File: config.mk
export PLATFORM = sky130hd
export DESIGN_NAME = uart_rx_frontend
export DESIGN_NICKNAME = d
export VERILOG_FILES = /design/src/rtl/uart_pkg.sv /design/src/rtl/uart_rx_sync.sv /design/src/rtl/uart_rx_frontend.sv
export SDC_FILE = /design/constraint.sdc
export NUM_CORES = 1
export LEC_CHECK = 0
export BUFFER_PORTS_ARGS = -buffer_cell sky130_fd_sc_hd__buf_2
export CORE_ASPECT_RATIO = 1.1
export CORE_MARGIN = 4
export CORE_UTILIZATION = 55
export CTS_BUF_LIST = sky130_fd_sc_hd__clkbuf_4 sky130_fd_sc_hd__clkbuf_8
export CTS_CLUSTER_DIAMETER = 200
export DETAILED_ROUTE_END_ITERATION = 10
export PLACE_DENSITY = 0.74
export SYNTH_ARGS = -nofsm -noshare
export SYNTH_HDL_FRONTEND = slang
export SYNTH_SLANG_ARGS = --single-unit
File: constraint.sdc
create_clock -name clk -period 3.25 [get_ports clk]
set_input_delay 0.4875 -clock clk [delete_from_list [all_inputs] [get_ports clk]]
set_output_delay 0.4875 -clock clk [all_outputs]
set_load 0.02 [all_outputs]
File: src/rtl/uart_pkg.sv
// Shared UART definitions: receiver state encoding, frame width and
// the bit-period helper used to size the oversampling counter.
package uart_pkg;

  typedef enum logic [2:0] {
    IDLE,
    START,
    DATA,
    STOP,
    WAIT_IDLE
  } uart_rx_state_t;

  localparam int UART_DATA_BITS = 8;

  function automatic int uart_clks_per_bit(input int clock_freq, input int baud_rate);
    return clock_freq / baud_rate;
  endfunction

endpackage

File: src/rtl/uart_rx_sync.sv
// Two-flop synchronizer for a single asynchronous level input.
// Both flops reset to RESET_VAL so an idle line reads correctly out of reset.
module uart_rx_sync #(
  parameter logic RESET_VAL = 1'b1
) (
  input  logic clk,
  input  logic rst_n,
  input  logic async_in,
  output logic sync_out
);

  logic meta_q;

  always_ff @(posedge clk or negedge rst_n) begin
    if (!rst_n) begin
      meta_q   <= RESET_VAL;
      sync_out <= RESET_VAL;
    end else begin
      meta_q   <= async_in;
      sync_out <= meta_q;
    end
  end

endmodule

File: src/rtl/uart_rx_frontend.sv
// Oversampling 8N1 UART receiver: mid-bit sampling FSM feeding a one-entry
// output register, with framing-error and overrun pulses.
module uart_rx_frontend
  import uart_pkg::*;
#(
  parameter int CLOCK_FREQ = 100_000_000,
  parameter int BAUD_RATE  = 115_200
) (
  input  logic                      clk,
  input  logic                      rst_n,
  input  logic                      urx_pin,
  output logic                      urx_valid,
  output logic [UART_DATA_BITS-1:0] urx_data,
  input  logic                      urx_ready,
  output logic                      urx_framing_err,
  output logic                      urx_overrun
);

  localparam int CLKS_PER_BIT = uart_clks_per_bit(CLOCK_FREQ, BAUD_RATE);
  localparam int CW = $clog2(CLKS_PER_BIT);
  localparam logic [CW-1:0] HALF_LAST = CW'(CLKS_PER_BIT / 2 - 1);
  localparam logic [CW-1:0] BIT_LAST  = CW'(CLKS_PER_BIT - 1);

  if (CLKS_PER_BIT < 8) begin : g_bad_baud
    $error("uart_rx_frontend: CLKS_PER_BIT must be at least 8");
  end

  // Handshake: a byte transfers on every cycle where urx_valid && urx_ready;
  // urx_data holds steady while urx_valid is high and not yet accepted.

  logic                      rx_s;
  uart_rx_state_t            state_q, state_d;
  logic [CW-1:0]             cnt_q, cnt_d;
  logic [2:0]                bit_idx_q, bit_idx_d;
  logic [UART_DATA_BITS-1:0] shift_q, shift_d;
  logic                      load, overrun_d, framing_d;

  uart_rx_sync #(.RESET_VAL(1'b1)) u_sync (
    .clk      (clk),
    .rst_n    (rst_n),
    .async_in (urx_pin),
    .sync_out (rx_s)
  );

  always_comb begin
    state_d   = state_q;
    cnt_d     = cnt_q + 1'b1;
    bit_idx_d = bit_idx_q;
    shift_d   = shift_q;
    load      = 1'b0;
    overrun_d = 1'b0;
    framing_d = 1'b0;
    case (state_q)
      IDLE: begin
        cnt_d     = '0;
        bit_idx_d = '0;
        if (!rx_s) state_d = START;
      end
      START: begin
        if (cnt_q == HALF_LAST) begin
          cnt_d   = '0;
          state_d = rx_s ? IDLE : DATA;
        end
      end
      DATA: begin
        if (cnt_q == BIT_LAST) begin
          // Shift in from the top so the first (LSB) sample ends up in bit 0.
          cnt_d     = '0;
          shift_d   = {rx_s, shift_q[UART_DATA_BITS-1:1]};
          bit_idx_d = bit_idx_q + 1'b1;
          if (bit_idx_q == 3'd7) state_d = STOP;
        end
      end
      STOP: begin
        if (cnt_q == BIT_LAST) begin
          cnt_d = '0;
          if (rx_s) begin
            // A same-cycle handshake frees the register, so the load wins.
            if (urx_valid && !urx_ready) overrun_d = 1'b1;
            else                         load      = 1'b1;
            state_d = IDLE;
          end else begin
            framing_d = 1'b1;
            state_d   = WAIT_IDLE;
          end
        end
      end
      WAIT_IDLE: begin
        cnt_d = '0;
        if (rx_s) state_d = IDLE;
      end
      default: state_d = IDLE;
    endcase
  end

  always_ff @(posedge clk or negedge rst_n) begin
    if (!rst_n) begin
      state_q   <= IDLE;
      cnt_q     <= '0;
      bit_idx_q <= '0;
      shift_q   <= '0;
    end else begin
      state_q   <= state_d;
      cnt_q     <= cnt_d;
      bit_idx_q <= bit_idx_d;
      shift_q   <= shift_d;
    end
  end

  always_ff @(posedge clk or negedge rst_n) begin
    if (!rst_n) begin
      urx_valid       <= 1'b0;
      urx_data        <= '0;
      urx_framing_err <= 1'b0;
      urx_overrun     <= 1'b0;
    end else begin
      urx_framing_err <= framing_d;
      urx_overrun     <= overrun_d;
      if (load) begin
        urx_valid <= 1'b1;
        urx_data  <= shift_q;
      end else if (urx_valid && urx_ready) begin
        urx_valid <= 1'b0;
      end
    end
  end

endmodule

==> results.md, run 1 <==
* Final min period at 2285 ps
* CP Data Required Time at 3480 ps
* Grt ovf at 0
* Crit path launch: cnt_q[0]$_DFF_PN0_
* Synth warn at 0
* Worst path arrival time at 2520 ps
* Worst setup EP type: register
* Sink Count at 37
* Mapped Area at 1695 um^2
* Seq/Total Area, Yosys at 0.5476
* Post-Syn Nets at 144
* Antenna violations before repair at 0
* Post-synth ARST share at 1.000
* DR WL/cell at 15.31 um
* GP Congestion at 0.7937
* Clk root buf: clkbuf_4
* Final setup fails at 0
* Cell Rows at 20
* Buffers inserted by post-CTS timing repair at 0
* Relative slew margins at 0.4874
* Final ANT Viol Nets at 0
* Worst-Margin Slew at 768.9 ps
* Status: finished clean
* RSZ-0062 raised after global routing: false
* Leakage at 0.9260 nW
* Commonest non-fill, non-tap cell in the layout: dfrtp_1
* IO Pins at 15
* Total core area at 2853 um^2
* Global-route wire length before repair at 5099 um
* Crit share post-route at 0.7031
* Final hold vios at 0
* # resized after CTS at 0
* CP Launch Type: register
* Starting DRT DRC Count at 29
* # hold bufs at CTS at 0
* R2r startpoint: cnt_q[0]$_DFF_PN0_
* Nets at 163
* DRC at 0
* Crit-path max FO at 9
* VDD IR max at 0.4810 mV
* DIE AREA at 4036 um^2
* Die H at 66.23 um
* Mean Syn Cell Area at 12.47 um^2
* Post-placement setup slack at 999.9 ps
* Worst-skew pair later-pin latency at 350 ps
* Cells after Synth at 136
* H-tree Lvls at 2
* Class of the most critical setup path: register to register
* Via density at 5.661
* Yosys reg bits at 37
* Hold WC Path Type: input pin to async pin
* Count of different cell masters after synthesis at 35
* DIE WIDTH at 60.94 um
* Pwr/cell area at 429.3 nW/um^2
* Initial Utilization at 0.5943
* Pin count of the biggest net entering global routing at 38
* Port Buf Inserts at 14
* Area Overhead vs Synth at 10.92%
* Post-synth EDFFs at 0
* Worst clock skew at 13.88 ps
* Dpl hpwl at 2073 um
* WL final at 2894 um
* TritonCTS buffer count at 5
* Pre-Repair DR Iteration Count at 4
* Fin. max-slew vios at 0
* Via count at 1070
* Share of layout cells above drive strength 1 at 0.3077
* Ant. Diodes at 0
* All-Layer GR Usage at 0.1753
* Register clock-pin slew on the reported worst setup and hold paths at 120 ps
* Setup TNS at 0 ps
* Most frequent cells in the layout: 35 x dfrtp_1, 14 x buf_2, 12 x nor2_1
* Clock Path Buffers at 2
* Fmax at 0.4376 GHz
* CTS tree: done
* Top_reg_cell synth: dfrtp_1
* Vias in the first global route at 1096
* Max-capacitance violation count at 0
* Setup WS post-layout at 964.8 ps
registers in the layout (all words and copies together) (netlist names):
signal and flops:
state_q 3, u_sync.sync_out 1, urx_data 8, urx_overrun 1, urx_valid 1, bit_idx_q 3
shift_q 8, cnt_q 10, urx_framing_err 1, u_sync.meta_q 1
Yosys cell counts, types with 2 or more instances:
cell type	instances	share of area
a21oi_1	3	0.0089
a22oi_1	2	0.0089
and2_1	3	0.011
dfrtp_1	35	0.52
dfstp_2	2	0.031
ha_1	4	0.030
inv_1	5	0.011
mux2_2	8	0.053
mux2_4	8	0.071
nand2_1	6	0.013
nand3_1	6	0.018
nand4_1	5	0.018
nor2_1	12	0.027
nor3_1	4	0.012
o2bb2ai_1	3	0.016
or2_2	4	0.015
or3_1	2	0.0074
xnor2_1	4	0.021
xor2_1	4	0.021
power breakdown:
group	switching, mW	internal (mW)
clock	0.150	0.183
combinational	0.00877	0.00172
sequential	0.00148	0.462
cell type report:
type	instances	area (um^2)
timing repair buffer	14	70.07
multi-input combinational	91	729.5
clock buffer	6	51.30
sequential	37	928.4
inverter	6	22.52
clock inverter	2	37.54
fill	219	972.2
tap	33	41.29
metrics by stage:
step | hold WS, ps | cell area, um^2 | power [mW] | utilization | instances
after global placement | 347.3 | 1792 | 0.4838 | 0.6281 | 181
after floorplan | 191.9 | 1695 | 0.4731 | - | 136
after detailed placement | 348.8 | 1792 | 0.4842 | 0.6281 | 181
final | 202.5 | 1881 | 0.8073 | 0.6592 | 189
after global routing | 209.7 | 1881 | 0.8498 | 0.6592 | 189
after CTS | 219.8 | 1881 | 0.8240 | 0.6592 | 189
worst max-delay path: stages, from the launching register on:
cell	delay, ps
dfrtp_1	460
ha_1	290
and4bb_2	300
nand3_1	140
or3_1	610
mux2_4	380
layer usage:
metal / global-route usage / routed length [um] / up-vias
met5: 0 / 0 / -
met4: 0.07317 / 71 / 0
met3: 0.05859 / 141 / 8
met2: 0.2660 / 1369 / 25
met1: 0.2264 / 1311 / 516
li1: - / - / 521
logic make-up after synthesis:
logic type | share of synthesized area
buffers and inverters | 0.02214
xor gates and xnor gates | 0.04132
DFF | 0.5476
and+or+nand+nor | 0.1668
muxes | 0.1299
AOI/OAI and AO/OA | 0.06274
adders and majority gates | 0.02952
worst paths after layout:
check	endpoint	slack (ps)	cells past startpoint
max	urx_data[4]$_DFFE_PN0P_	960	5
min	state_q[0]$_DFFE_PN0P_	200	1
max reg2reg	urx_data[4]$_DFFE_PN0P_	960	5
min reg2reg	u_sync.sync_out$_DFF_PN1_	360	0
max in group asynchronous	cnt_q[3]$_DFF_PN0_	2550	1
min in group clk	u_sync.meta_q$_DFF_PN1_	240	1
No activity file was read; power rests on OpenSTA's default activity.
==> run 2: changes to the inputs <==
- PLACE_DENSITY: 0.74 -> 0.76
- clock period: 3.25 -> 1.9 ns (I/O delays scaled with it)
==> run 2 against run 1 <==
Non-clock buffer count up 20. Worst setup slack worse by 950 ps. Register-to-register slack worse by 950 ps. Cell count up 11%. Worst hold slack worse by 170 ps.
==> results.md, run 2 (synthesis results as in run 1) <==
* Reg-to-reg slack, setup at 10 ps
* Final hold vios at 0
* Total core area at 2853 um^2
* Worst-Margin Slew at 453.9 ps
* Via count at 1169
* Starting DRT DRC Count at 45
* Area Overhead vs Synth at 24.06%
* Grt ovf at 0
* End-of-flow core utilization at 0.7373
* Antenna violations before repair at 0
* Met1 usage at 0.2416
* Initial Utilization at 0.5943
* Int Power at 1.087 mW
* Seq pwr share at 0.583
* Fmax at 0.5297 GHz
* Crit share post-route at 0.9935
* Relative slew margins at 0.6974
* Via density at 5.593
* CP Data Required Time at 2130 ps
* All-Layer GR Usage at 0.1811
* Worst path arrival time at 2120 ps
* Max-capacitance violation count at 0
* H-tree Lvls at 2
* Biggest regs: cnt_q x10, shift_q x8, urx_data x8
* VDD IR max at 0.6686 mV
* Most frequent cells in the layout: 33 x dfrtp_1, 15 x buf_4, 14 x buf_2
* Placement Cell Area at 1934 um^2
* Final hold slack at 35.59 ps
* Cell Rows at 20
* DIE WIDTH at 60.94 um
* Worst clock skew at 11.95 ps
* Setup WS post-layout at 12.26 ps
* RSZ-0062 raised after global routing: true
* Clock share of power at 0.401
* Final Instance Count excl. Fillers at 209
* Overall Power at 1.362 mW
* Sink Count at 37
* Commonest non-fill, non-tap cell in the layout: dfrtp_1
* Hold WC Path Type: input pin to register
* TritonCTS buffer count at 5
* Clk root buf: clkbuf_4
* DR WL/cell at 15.76 um
* Global-route wire length before repair at 5395 um
* Fin area at 2103 um^2
* DIE AREA at 4036 um^2
* Fin. max-slew vios at 0
* Leakage at 1.038 nW
* Met2 usage at 0.2767
* Dpl hpwl at 2232 um
* Crit-path max FO at 5
* Register clock-pin slew on the reported worst setup and hold paths at 110 ps
* CP Launch Type: register
* Ant. Diodes at 0
* Pre-Repair DR Iteration Count at 4
* DRC at 0
* IO Pins at 15
* Largest register FFs at 10
* GP Congestion at 0.7808
* Final ANT Viol Nets at 0
* Worst setup EP type: register
* Comb power frac at 0.016
* Reg with most FFs: cnt_q
* Pin count of the biggest net entering global routing at 38
* Nets at 183
* Grt met3 use at 0.03711
* Port Buf Inserts at 14
* Switching Fraction at 0.2018
* Die H at 66.23 um
* Clock Path Buffers at 2
* Net switching power at 274.7 uW
* Pwr/cell area at 647.3 nW/um^2
* GRT busiest layer: met2
* Worst-skew pair later-pin latency at 340 ps
* Vias in the first global route at 1186
* Share of layout cells above drive strength 1 at 0.4432
* Setup TNS at 0 ps
* Final setup fails at 0
* DP Cell Count at 198
* Status: finished clean
* Fillers at 199
* Post-placement setup slack at -50.40 ps
* WL final at 3294 um
* Final min period at 1888 ps
* Class of the most critical setup path: register to register
* CTS tree: done
run 2: cell types whose count changed in the layout (fill, tap and decap cells not counted), sizes merged:
cell,delta
dlygate4sd3,+1
clkinvlp,-1
clkinv,+1
buf,+19
run 2: layout make-up:
class / count / area [um^2] / share of cell area
Sequential cell: 37 / 930.9 / 0.4426
Inverter: 6 / 22.52 / 0.01071
Timing Repair Buffer: 34 / 237.7 / 0.1130
Multi-Input combinational cell: 91 / 790.8 / 0.3760
Clock inverter: 2 / 35.03 / 0.01666
Tap cell: 33 / 41.29 / 0.01963
Clock buffer: 6 / 45.04 / 0.02142
run 2: power by group through the flow:
stage | Combinational [mW] | Sequential [mW] | Clock, mW
floorplan | 0.00138 | 0.808 | 0
global placement | 0.0205 | 0.808 | 0
finish | 0.0219 | 0.794 | 0.546
global route | 0.0263 | 0.794 | 0.590
CTS | 0.0229 | 0.793 | 0.555
detailed placement | 0.0213 | 0.808 | 0
run 2: timing repair:
| action | CTS | global route |
|---|---|---|
| endpoints found under the hold margin | 35 | 0 |
| gates cloned | 0 | 1 |
| endpoints found under the setup margin | 8 | 26 |
| gates resized for setup | 4 | 13 |
| hold buffers | 1 | 0 |
| pin swaps | 0 | 1 |
| buffers inserted | 0 | 1 |
run 2: path summary, 6_finish.rpt:
check / startpoint / to / cells past startpoint
max: cnt_q[3]$_DFF_PN0_ / urx_data[2]$_DFFE_PN0P_ / 4
min: urx_pin / u_sync.meta_q$_DFF_PN1_ / 1
max reg2reg: cnt_q[3]$_DFF_PN0_ / urx_data[2]$_DFFE_PN0P_ / 4
min reg2reg: u_sync.meta_q$_DFF_PN1_ / u_sync.sync_out$_DFF_PN1_ / 0
max in group asynchronous: rst_n / u_sync.meta_q$_DFF_PN1_ / 3
min in group asynchronous: rst_n / state_q[0]$_DFFE_PN0P_ / 3
run 2: worst max-delay path, stage by stage, from the launching register on:
cell and delay, ps:
dfrtp_1 400, or4b_4 570, or3_4 360, buf_6 150, mux2_4 290
run 2: metal layers:
| metal | part of all wire | vias up |
|---|---|---|
| li1 | - | 564 |
| met1 | 0.45 | 569 |
| met2 | 0.48 | 30 |
| met3 | 0.047 | 6 |
| met4 | 0.018 | 0 |
| met5 | 0 | - |
